## src/rtl/sort_fifo_ctl.sv

```systemverilog
// Merge-sort run buffer: synchronous FIFO with occupancy flags, sticky errors, flush and an
// always-visible head word (dcmp) for the merge comparator.
module sort_fifo_ctl #(
  parameter int unsigned DATA_WIDTH = 32,
  parameter int unsigned LOG2_DEPTH = 4,
  parameter int unsigned AF_LEVEL   = 2**LOG2_DEPTH - 2,
  parameter int unsigned AE_LEVEL   = 2,
  parameter bit          REG_OUT    = 1'b0
) (
  input  logic                  clk,
  input  logic                  reset,
  input  logic                  flush,
  input  logic [DATA_WIDTH-1:0] din,
  input  logic                  wr_en,
  input  logic                  rd_en,
  output logic [DATA_WIDTH-1:0] dout,
  output logic [DATA_WIDTH-1:0] dcmp,
  output logic                  full,
  output logic                  empty,
  output logic                  almost_full,
  output logic                  almost_empty,
  output logic [LOG2_DEPTH:0]   count,
  output logic                  overflow,
  output logic                  underflow
);

  localparam int unsigned DEPTH = 1 << LOG2_DEPTH;
  localparam logic [LOG2_DEPTH:0]   FullCnt = (LOG2_DEPTH+1)'(DEPTH);
  localparam logic [LOG2_DEPTH:0]   AfCnt   = (LOG2_DEPTH+1)'(AF_LEVEL);
  localparam logic [LOG2_DEPTH:0]   AeCnt   = (LOG2_DEPTH+1)'(AE_LEVEL);
  localparam logic [LOG2_DEPTH:0]   CntOne  = (LOG2_DEPTH+1)'(1);
  localparam logic [LOG2_DEPTH-1:0] PtrOne  = LOG2_DEPTH'(1);

  if (LOG2_DEPTH < 1 || LOG2_DEPTH > 16 || AF_LEVEL > DEPTH || AE_LEVEL >= DEPTH)
  begin : g_bad_params
    $error("sort_fifo_ctl: illegal LOG2_DEPTH/AF_LEVEL/AE_LEVEL combination");
  end

  logic [DATA_WIDTH-1:0] mem_q [DEPTH];
  logic [LOG2_DEPTH-1:0] wr_ptr_d, wr_ptr_q, rd_ptr_d, rd_ptr_q;
  logic [LOG2_DEPTH:0]   count_d, count_q;
  logic                  overflow_d, overflow_q, underflow_d, underflow_q;
  logic                  wr_acc, rd_acc;
  logic [DATA_WIDTH-1:0] head;

  assign head   = mem_q[rd_ptr_q];
  // A pop frees a slot in the same cycle, so a full FIFO still takes a concurrent write.
  assign rd_acc = rd_en & ~empty;
  assign wr_acc = wr_en & (~full | rd_acc);

  always_comb begin
    wr_ptr_d    = wr_ptr_q;
    rd_ptr_d    = rd_ptr_q;
    count_d     = count_q;
    overflow_d  = overflow_q;
    underflow_d = underflow_q;
    if (flush) begin
      wr_ptr_d    = '0;
      rd_ptr_d    = '0;
      count_d     = '0;
      overflow_d  = 1'b0;
      underflow_d = 1'b0;
    end else begin
      if (wr_acc) wr_ptr_d = wr_ptr_q + PtrOne;
      if (rd_acc) rd_ptr_d = rd_ptr_q + PtrOne;
      if (wr_acc && !rd_acc) begin
        count_d = count_q + CntOne;
      end else if (rd_acc && !wr_acc) begin
        count_d = count_q - CntOne;
      end
      if (wr_en && full && !rd_acc) overflow_d = 1'b1;
      if (rd_en && empty) underflow_d = 1'b1;
    end
  end

  always_ff @(posedge clk or negedge reset) begin
    if (!reset) begin
      wr_ptr_q    <= '0;
      rd_ptr_q    <= '0;
      count_q     <= '0;
      overflow_q  <= 1'b0;
      underflow_q <= 1'b0;
    end else begin
      wr_ptr_q    <= wr_ptr_d;
      rd_ptr_q    <= rd_ptr_d;
      count_q     <= count_d;
      overflow_q  <= overflow_d;
      underflow_q <= underflow_d;
    end
  end

  // Storage is intentionally not reset.
  always_ff @(posedge clk) begin
    if (wr_acc && !flush) mem_q[wr_ptr_q] <= din;
  end

  if (REG_OUT) begin : g_reg_out
    logic [DATA_WIDTH-1:0] dout_d, dout_q;

    always_comb begin
      dout_d = dout_q;
      if (flush) begin
        dout_d = '0;
      end else if (rd_acc) begin
        dout_d = head;
      end
    end

    always_ff @(posedge clk or negedge reset) begin
      if (!reset) begin
        dout_q <= '0;
      end else begin
        dout_q <= dout_d;
      end
    end

    assign dout = dout_q;
  end else begin : g_comb_out
    assign dout = rd_acc ? head : '0;
  end

  assign dcmp         = head;
  assign count        = count_q;
  assign empty        = (count_q == '0);
  assign full         = (count_q == FullCnt);
  assign almost_full  = (count_q >= AfCnt);
  assign almost_empty = (count_q <= AeCnt);
  assign overflow     = overflow_q;
  assign underflow    = underflow_q;

endmodule

```

## config.mk

```make
export PLATFORM = sky130hd
export DESIGN_NAME = sort_fifo_ctl
export DESIGN_NICKNAME = d
export VERILOG_FILES = /design/src/rtl/sort_fifo_ctl.sv
export SDC_FILE = /design/constraint.sdc
export NUM_CORES = 1
export LEC_CHECK = 0
export CAP_MARGIN = 15
export CORE_AREA = 5 5 247 201
export CTS_BUF_LIST = sky130_fd_sc_hd__clkbuf_4 sky130_fd_sc_hd__clkbuf_8
export DETAILED_ROUTE_END_ITERATION = 8
export DIE_AREA = 0 0 252 206
export PLACE_DENSITY = 0.66
export SLEW_MARGIN = 10
export SYNTH_ARGS = -nofsm -noshare
export SYNTH_HDL_FRONTEND = slang
export SYNTH_SLANG_ARGS = --single-unit
```

## constraint.sdc

```tcl
create_clock -name clk -period 3.92 [get_ports clk]
set_clock_uncertainty 0.2 [all_clocks]
set_input_delay 0.392 -clock clk [delete_from_list [all_inputs] [get_ports clk]]
set_output_delay 0.392 -clock clk [all_outputs]
set_load 0.01 [all_outputs]
```

=== After elaboration in Yosys (flattened, before gate mapping) ===
Memory sizes are Yosys's and may differ from the RTL's.
Cells that the tools add are included.

* Output and inout bits: 75
* Memories kept: 1
* Input bits: 37
* Bits in writable memories: 512
* Flip-flop bits (word level): 15
* Logic and storage cells: 47

{| class="wikitable"
|+ Memories
! name !! words !! bits a word !! rd ports !! clocked after memory_dff !! wr ports !! RTL line !! text
|-
| mem_q || 16 || 32 || 1 || 0 || 1 || 39 || <nowiki>logic [DATA_WIDTH-1:0] mem_q [DEPTH];</nowiki>
|}

* Equality and inequality tests: 1
* Bitwise logic cells: 5
* Add/sub/neg operators: 4
* Mux-type cells: 14
* $lt $le $gt $ge: 2
* Reduce and logical (&&, ||, !) cells: 15

{| class="wikitable"
|+ Operators with widths
! kind !! number
|-
| 2-to-1 mux 32 bit || 1
|-
| 2-to-1 mux 4 bit || 4
|-
| 2-to-1 mux 5 bit || 3
|-
| adder 4 x 1 -> 4 bit (second input constant) || 2
|-
| nonzero test 2 bit || 4
|-
| logical AND 1 bit || 6
|-
| 2-to-1 mux 1 bit || 6
|-
| adder 5 x 1 -> 5 bit (second input constant) || 1
|-
| equality test 5 bit (second input constant) || 1
|-
| greater-or-equal comparator 5 x 4 -> 1 bit (second input constant) || 1
|-
| less-or-equal comparator 5 x 2 -> 1 bit (second input constant) || 1
|-
| logical NOT 5 bit || 1
|-
| subtractor 5 x 1 -> 5 bit (second input constant) || 1
|-
| logical NOT 1 bit || 3
|-
| nonzero test 3 bit || 1
|-
| AND 1 bit || 2
|-
| NOT 1 bit || 2
|-
| OR 1 bit || 1
|}

=== Depth between registers and ports, before layout ===
* Depth in word-level cells: 10
* Depth in mapped cells: 9
* Depth with buffers taken out: 8

=== Worst setup path after synthesis ===
Ideal clock, no wire load.

* Path kind: register -> register
* Start: register count_q[0], in the netlist count[0]
* End: memory mem_q[12][0] (enable)
* Buffers on the path: 1
* Required time: 3.299 ns
* Data arrival time: 2.540 ns
* Slack: 0.759 ns
* Cell stages (with the launch flop): 6
* Library setup time: 0.421 ns
* Clock period less this slack: 3.161 ns
* Cells stage by stage: dfrtp_1 > or4_1 > buf_4 > o31a_1 > nand2_1 > nor2_1

* Longest elaborated chain between the ends: 8
* Elaborated cells between the ends (all ways): 10
* Classes of those cells: 1 x eq/ne; 2 x mux; 5 x bitwise; 2 x reduce/logical

{| class="wikitable"
|+ RTL lines
! item !! RTL line !! text
|-
| from (decl) || 41 || <nowiki>logic [LOG2_DEPTH:0] count_d, count_q;</nowiki>
|-
| from (signal assigned) || 86 || <nowiki>count_q <= count_d;</nowiki>
|-
| logical NOT 5 bit || 124 || <nowiki>assign empty = (count_q == '0);</nowiki>
|-
| NOT 1 bit || 48 || <nowiki>assign rd_acc = rd_en & ~empty;</nowiki>
|-
| AND 1 bit || 48 ||
|-
| OR 1 bit * || 49 || <nowiki>assign wr_acc = wr_en & (~full | rd_acc);</nowiki>
|-
| AND 1 bit * || 49 ||
|-
| logical AND 1 bit * || 94 || <nowiki>if (wr_acc && !flush) mem_q[wr_ptr_q] <= din;</nowiki>
|-
| 2-to-1 mux 1 bit * || 94 ||
|-
| 2-to-1 mux 1 bit (implied by the code) * || 94 ||
|-
| to (decl) || 39 ||
|}

Every way passes the cells marked *; elsewhere a longest branch is shown, timed or not.

=== Worst setup path in the final report ===
* Start: register rd_ptr_q[0]
* End: output port dout[8]

* Longest elaborated chain between the ends: 2

{| class="wikitable"
|+ RTL lines
! item !! RTL line !! text
|-
| from (decl) || 40 || <nowiki>logic [LOG2_DEPTH-1:0] wr_ptr_d, wr_ptr_q, rd_ptr_d, rd_ptr_q;</nowiki>
|-
| from (signal assigned) || 85 || <nowiki>rd_ptr_q <= rd_ptr_d;</nowiki>
|-
| memory (16 x 32 bit) || -- ||
|-
| 2-to-1 mux 32 bit || 119 || <nowiki>assign dout = rd_acc ? head : '0;</nowiki>
|-
| to (decl) || 16 || <nowiki>output logic [DATA_WIDTH-1:0] dout,</nowiki>
|}

Every way passes these cells.

==> parameters.txt <==
Parameter                              Value

Run status
  Result of the run ... finished clean

Worst setup path
  Worst-path fanout max ... 32
  Endpoint arrival time on the critical path ... about 3.2 ns
  Critical Path Sink Type ... output port
  Kind of start point of the critical path ... flip-flop
  Category of the most critical setup path ... flip-flop to output port
  Register-to-Register Setup Slack ... just under 1 ns
  Data required time of the critical path ... 3.33 ns

Clock tree
  Clock transition at the register clock pins on the worst setup and hold paths after CTS ... about 0.06 ns
  Number of H-tree levels ... 3
  Root cell of the clock tree ... clkbuf_8
  Clock latency reported for the late side of the worst-skew pair ... 0.63 ns
  TritonCTS Sinks ... 527
  Clock Tree Buf Depth ... 3
  Clock tree from TritonCTS ... built
  Total clock buffers created by CTS ... around 80

Placement
  Detailed Place HPWL ... between 20,000 and 30,000 microns
  Final RePlAce weighted congestion ... 0.736
  Dpl ws ... approximately 0.66 ns
  Number of port buffers ... 111
  Number of placed instances, taps included ... approximately 1,700

Route
  Final routed wire length divided by cell count ... 25.3 microns
  Antenna-violating nets left ... 0
  Total number of vias ... approximately 10,000
  Total routed wirelength ... about 46,000 microns
  Detailed router's first-iteration violation count ... between 900 and 1,000
  Detailed-route vias per instance ... 5.51
  Detailed-router iteration count before antenna repair ... 5
  Number of remaining DRC errors ... 0

GRT
  Pin count of the biggest net entering global routing ... 47
  Vias in the first global route ... about 11,000
  All-layer global routing usage ... approximately 18%
  Initial antenna violation count ... 1
  Grt total ovfl ... 0
  First-pass GRT wire length ... between 60,000 and 70,000 microns

Yosys
  Synthesized area per cell ... about 22 sq um
  Count of distinct cell types in the synthesized netlist ... 44
  Post-synthesis instance area ... between 20,000 and 25,000 sq um
  Part of the Yosys area used for sequential elements ... between 70% and 80%
  Syn Inst Count ... 950
  Syn nets ... 997
  Synth warnings ... 0
  Synth Register Bits ... around 530

Hold path
  Type of the most critical hold path ... flip-flop to flip-flop

STA
  Transition at the pin with the smallest max-transition slack ... ~0.74 ns
  Fmax achieved ... ~270 MHz
  Slew HR ... between 50% and 60%
  Least setup slack across all paths after layout ... 0.178 ns
  Count of final max-slew check failures ... 0
  Final setup fails ... 0
  Sum of negative setup slack ... 0 ns
  Endpoints failing hold ... 0
  Period minus WS final ... around 3.7 ns
  RSZ-0062 raised after global routing ... false
  Share of the clock period used by the worst path ... 95.5%

Floorplanning
  Boundary pin count ... roughly 110
  Core area ... approximately 47,000 sq um
  Die width ... 252 microns
  Die ar. ... 51,900 sq um
  Total number of placement rows ... approximately 70
  Initial standard-cell utilization of the core ... between 40 and 50%
  Vertical die dimension ... slightly above 200 microns

Power
  Power per cell area ... roughly 560 nW/um^2
  Total leakage power ... about 7.5 nW
  Pwr Total ... 0.0139 W
  IR Drop Worst-Case VDD ... 0.000275 V

Cells and area
  Layout overhead on the synthesized area ... 18.9%
  Fin nets ... ~1,200
  Fraction of layout instances using a drive strength above 1 ... 27.3%
  # diodes ... 0
  Non-filler instance count after layout ... between 1,500 and 2,000

Run
  Number of max-cap violations ... 0
[final timing paths]
kind                                         startpoint                      end  depth (start not counted)
worst min register to register    underflow$_DFFE_PN0P_    underflow$_DFFE_PN0P_                          2
max in group asynchronous                         reset  rd_ptr_q[0]$_DFFE_PN0P_                          2
worst min-delay path              underflow$_DFFE_PN0P_    underflow$_DFFE_PN0P_                          2
min in group asynchronous                         reset     overflow$_DFFE_PN0P_                          2
worst max-delay path            rd_ptr_q[0]$_DFFE_PN0P_                  dout[8]                          6
worst max register to register     count[1]$_DFFE_PN0P_   mem_q[7][11]$_DFFE_PP_                          5
[per-stage QoR]
step | hold slack [ns] | instance area (sq um) | utilization [%]
floorplan | -0.104 | 20800 | -
global placement | 0.282 | 23100 | 49.6
detailed placement | 0.296 | 23100 | 49.6
CTS | 0.282 | 24700 | 52.9
global route | 0.339 | 24700 | 53.0
finish | 0.300 | 24700 | 53.0
[area by class of cell]
class | count | area, sq um
multi-input combinational | 363 | 4900
clock buffer | 103 | 1290
clock inverter | 41 | 245
tap | 620 | 776
fill | 3612 | 21900
timing repair buffer | 159 | 1730
sequential | 527 | 15800
inverter | 6 | 22.5
[cell usage in the layout, fill, tap and decap left out, types with 2 or more instances in the layout]
master	instances
buf_12	19
o22ai_1	32
nor2b_1	2
mux2i_1	98
a31oi_1	2
nand2_1	6
and3_1	2
edfxtp_1	512
xnor2_1	5
o21ai_0	2
nor2_1	17
nor2_4	16
nand4_1	3
clkbuf_8	83
nand3_1	7
clkinv_1	23
clkinvlp_4	5
inv_1	6
a21oi_1	7
dfrtp_1	11
clkdlybuf4s50_1	111
mux2_2	3
bufinv_16	2
mux4_2	128
dfrtp_4	3
buf_4	27
xor2_1	3
clkbuf_4	20
ha_1	9
clkinv_2	10
[repair_timing]
item | in CTS | in global routing
hold buffers | 1 | 0
endpoints found under the setup margin | 24 | 15
pin swaps | 1 | 0
resized for setup | 1 | 2
buffers inserted | 1 | 3
endpoints found under the hold margin | 15 | 0
[critical path: stages, from the launching register on]
cell and delay, ns:
dfrtp_4 0.50, buf_12 0.15, buf_12 0.25, mux4_2 0.55, mux2i_1 0.34, o22ai_1 0.17, clkdlybuf4s50_1 0.51
[synth_stat cells (all sizes together)]
cell type  count  share of area, %
nor4b          1             0.042
o31a           1             0.042
nand3          7              0.17
mux4         128                14
mux2i         99               4.8
nand3b         1             0.036
a2111oi        1             0.042
o311ai         1              0.13
edfxtp       512                74
or2            2             0.060
or3            1             0.030
dfrtp         15               1.8
a31o           1             0.042
ha             9              0.54
a21oi          7              0.17
and3           2             0.060
o22ai         32              0.96
a31oi          2             0.060
or4            1             0.036
and2           1             0.030
inv            6              0.11
fa             1             0.096
xor2           3              0.13
clkbuf        19              0.34
o21ai          3              0.13
nor2          33              0.60
mux2           3              0.16
or3b           1             0.042
o21bai         1             0.036
nor3b          1             0.036
a211oi         1             0.036
o211ai         2             0.096
nor2b          2             0.060
nor4           1             0.030
buf           35              0.91
xnor2          5              0.21
nand2          6              0.11
nand4          3             0.090
[kinds of logic after synthesis]
family | Yosys count | synth area share [%]
flops | 527 | 75.7
simple gates | 63 | 1.43
buf+inv | 60 | 1.36
compound gates | 52 | 1.74
mux | 230 | 18.8
fa+ha+maj | 10 | 0.638
xor+xnor | 8 | 0.337
[power by group]
part	leakage, nW	total (W)	switching [W]	internal [W]
Combinational	1.93	0.00315	0.00148	0.00167
Clock	0.799	0.00437	0.00207	0.00230
Sequential	4.81	0.00640	0.000121	0.00628
Total	7.53	0.0139	0.00367	0.0102
[registers in the layout (all words and copies together), names as in the netlist]
signal	count
wr_ptr_q	4
mem_q	512
count	5
underflow	1
overflow	1
rd_ptr_q	4
[layer usage]
metal	global-route usage [%]	wire length, microns
met5	0	20
met4	4.13	691
met3	3.57	2430
met2	28.1	22100
met1	26.5	20700
(Power assumes the default switching activity.)
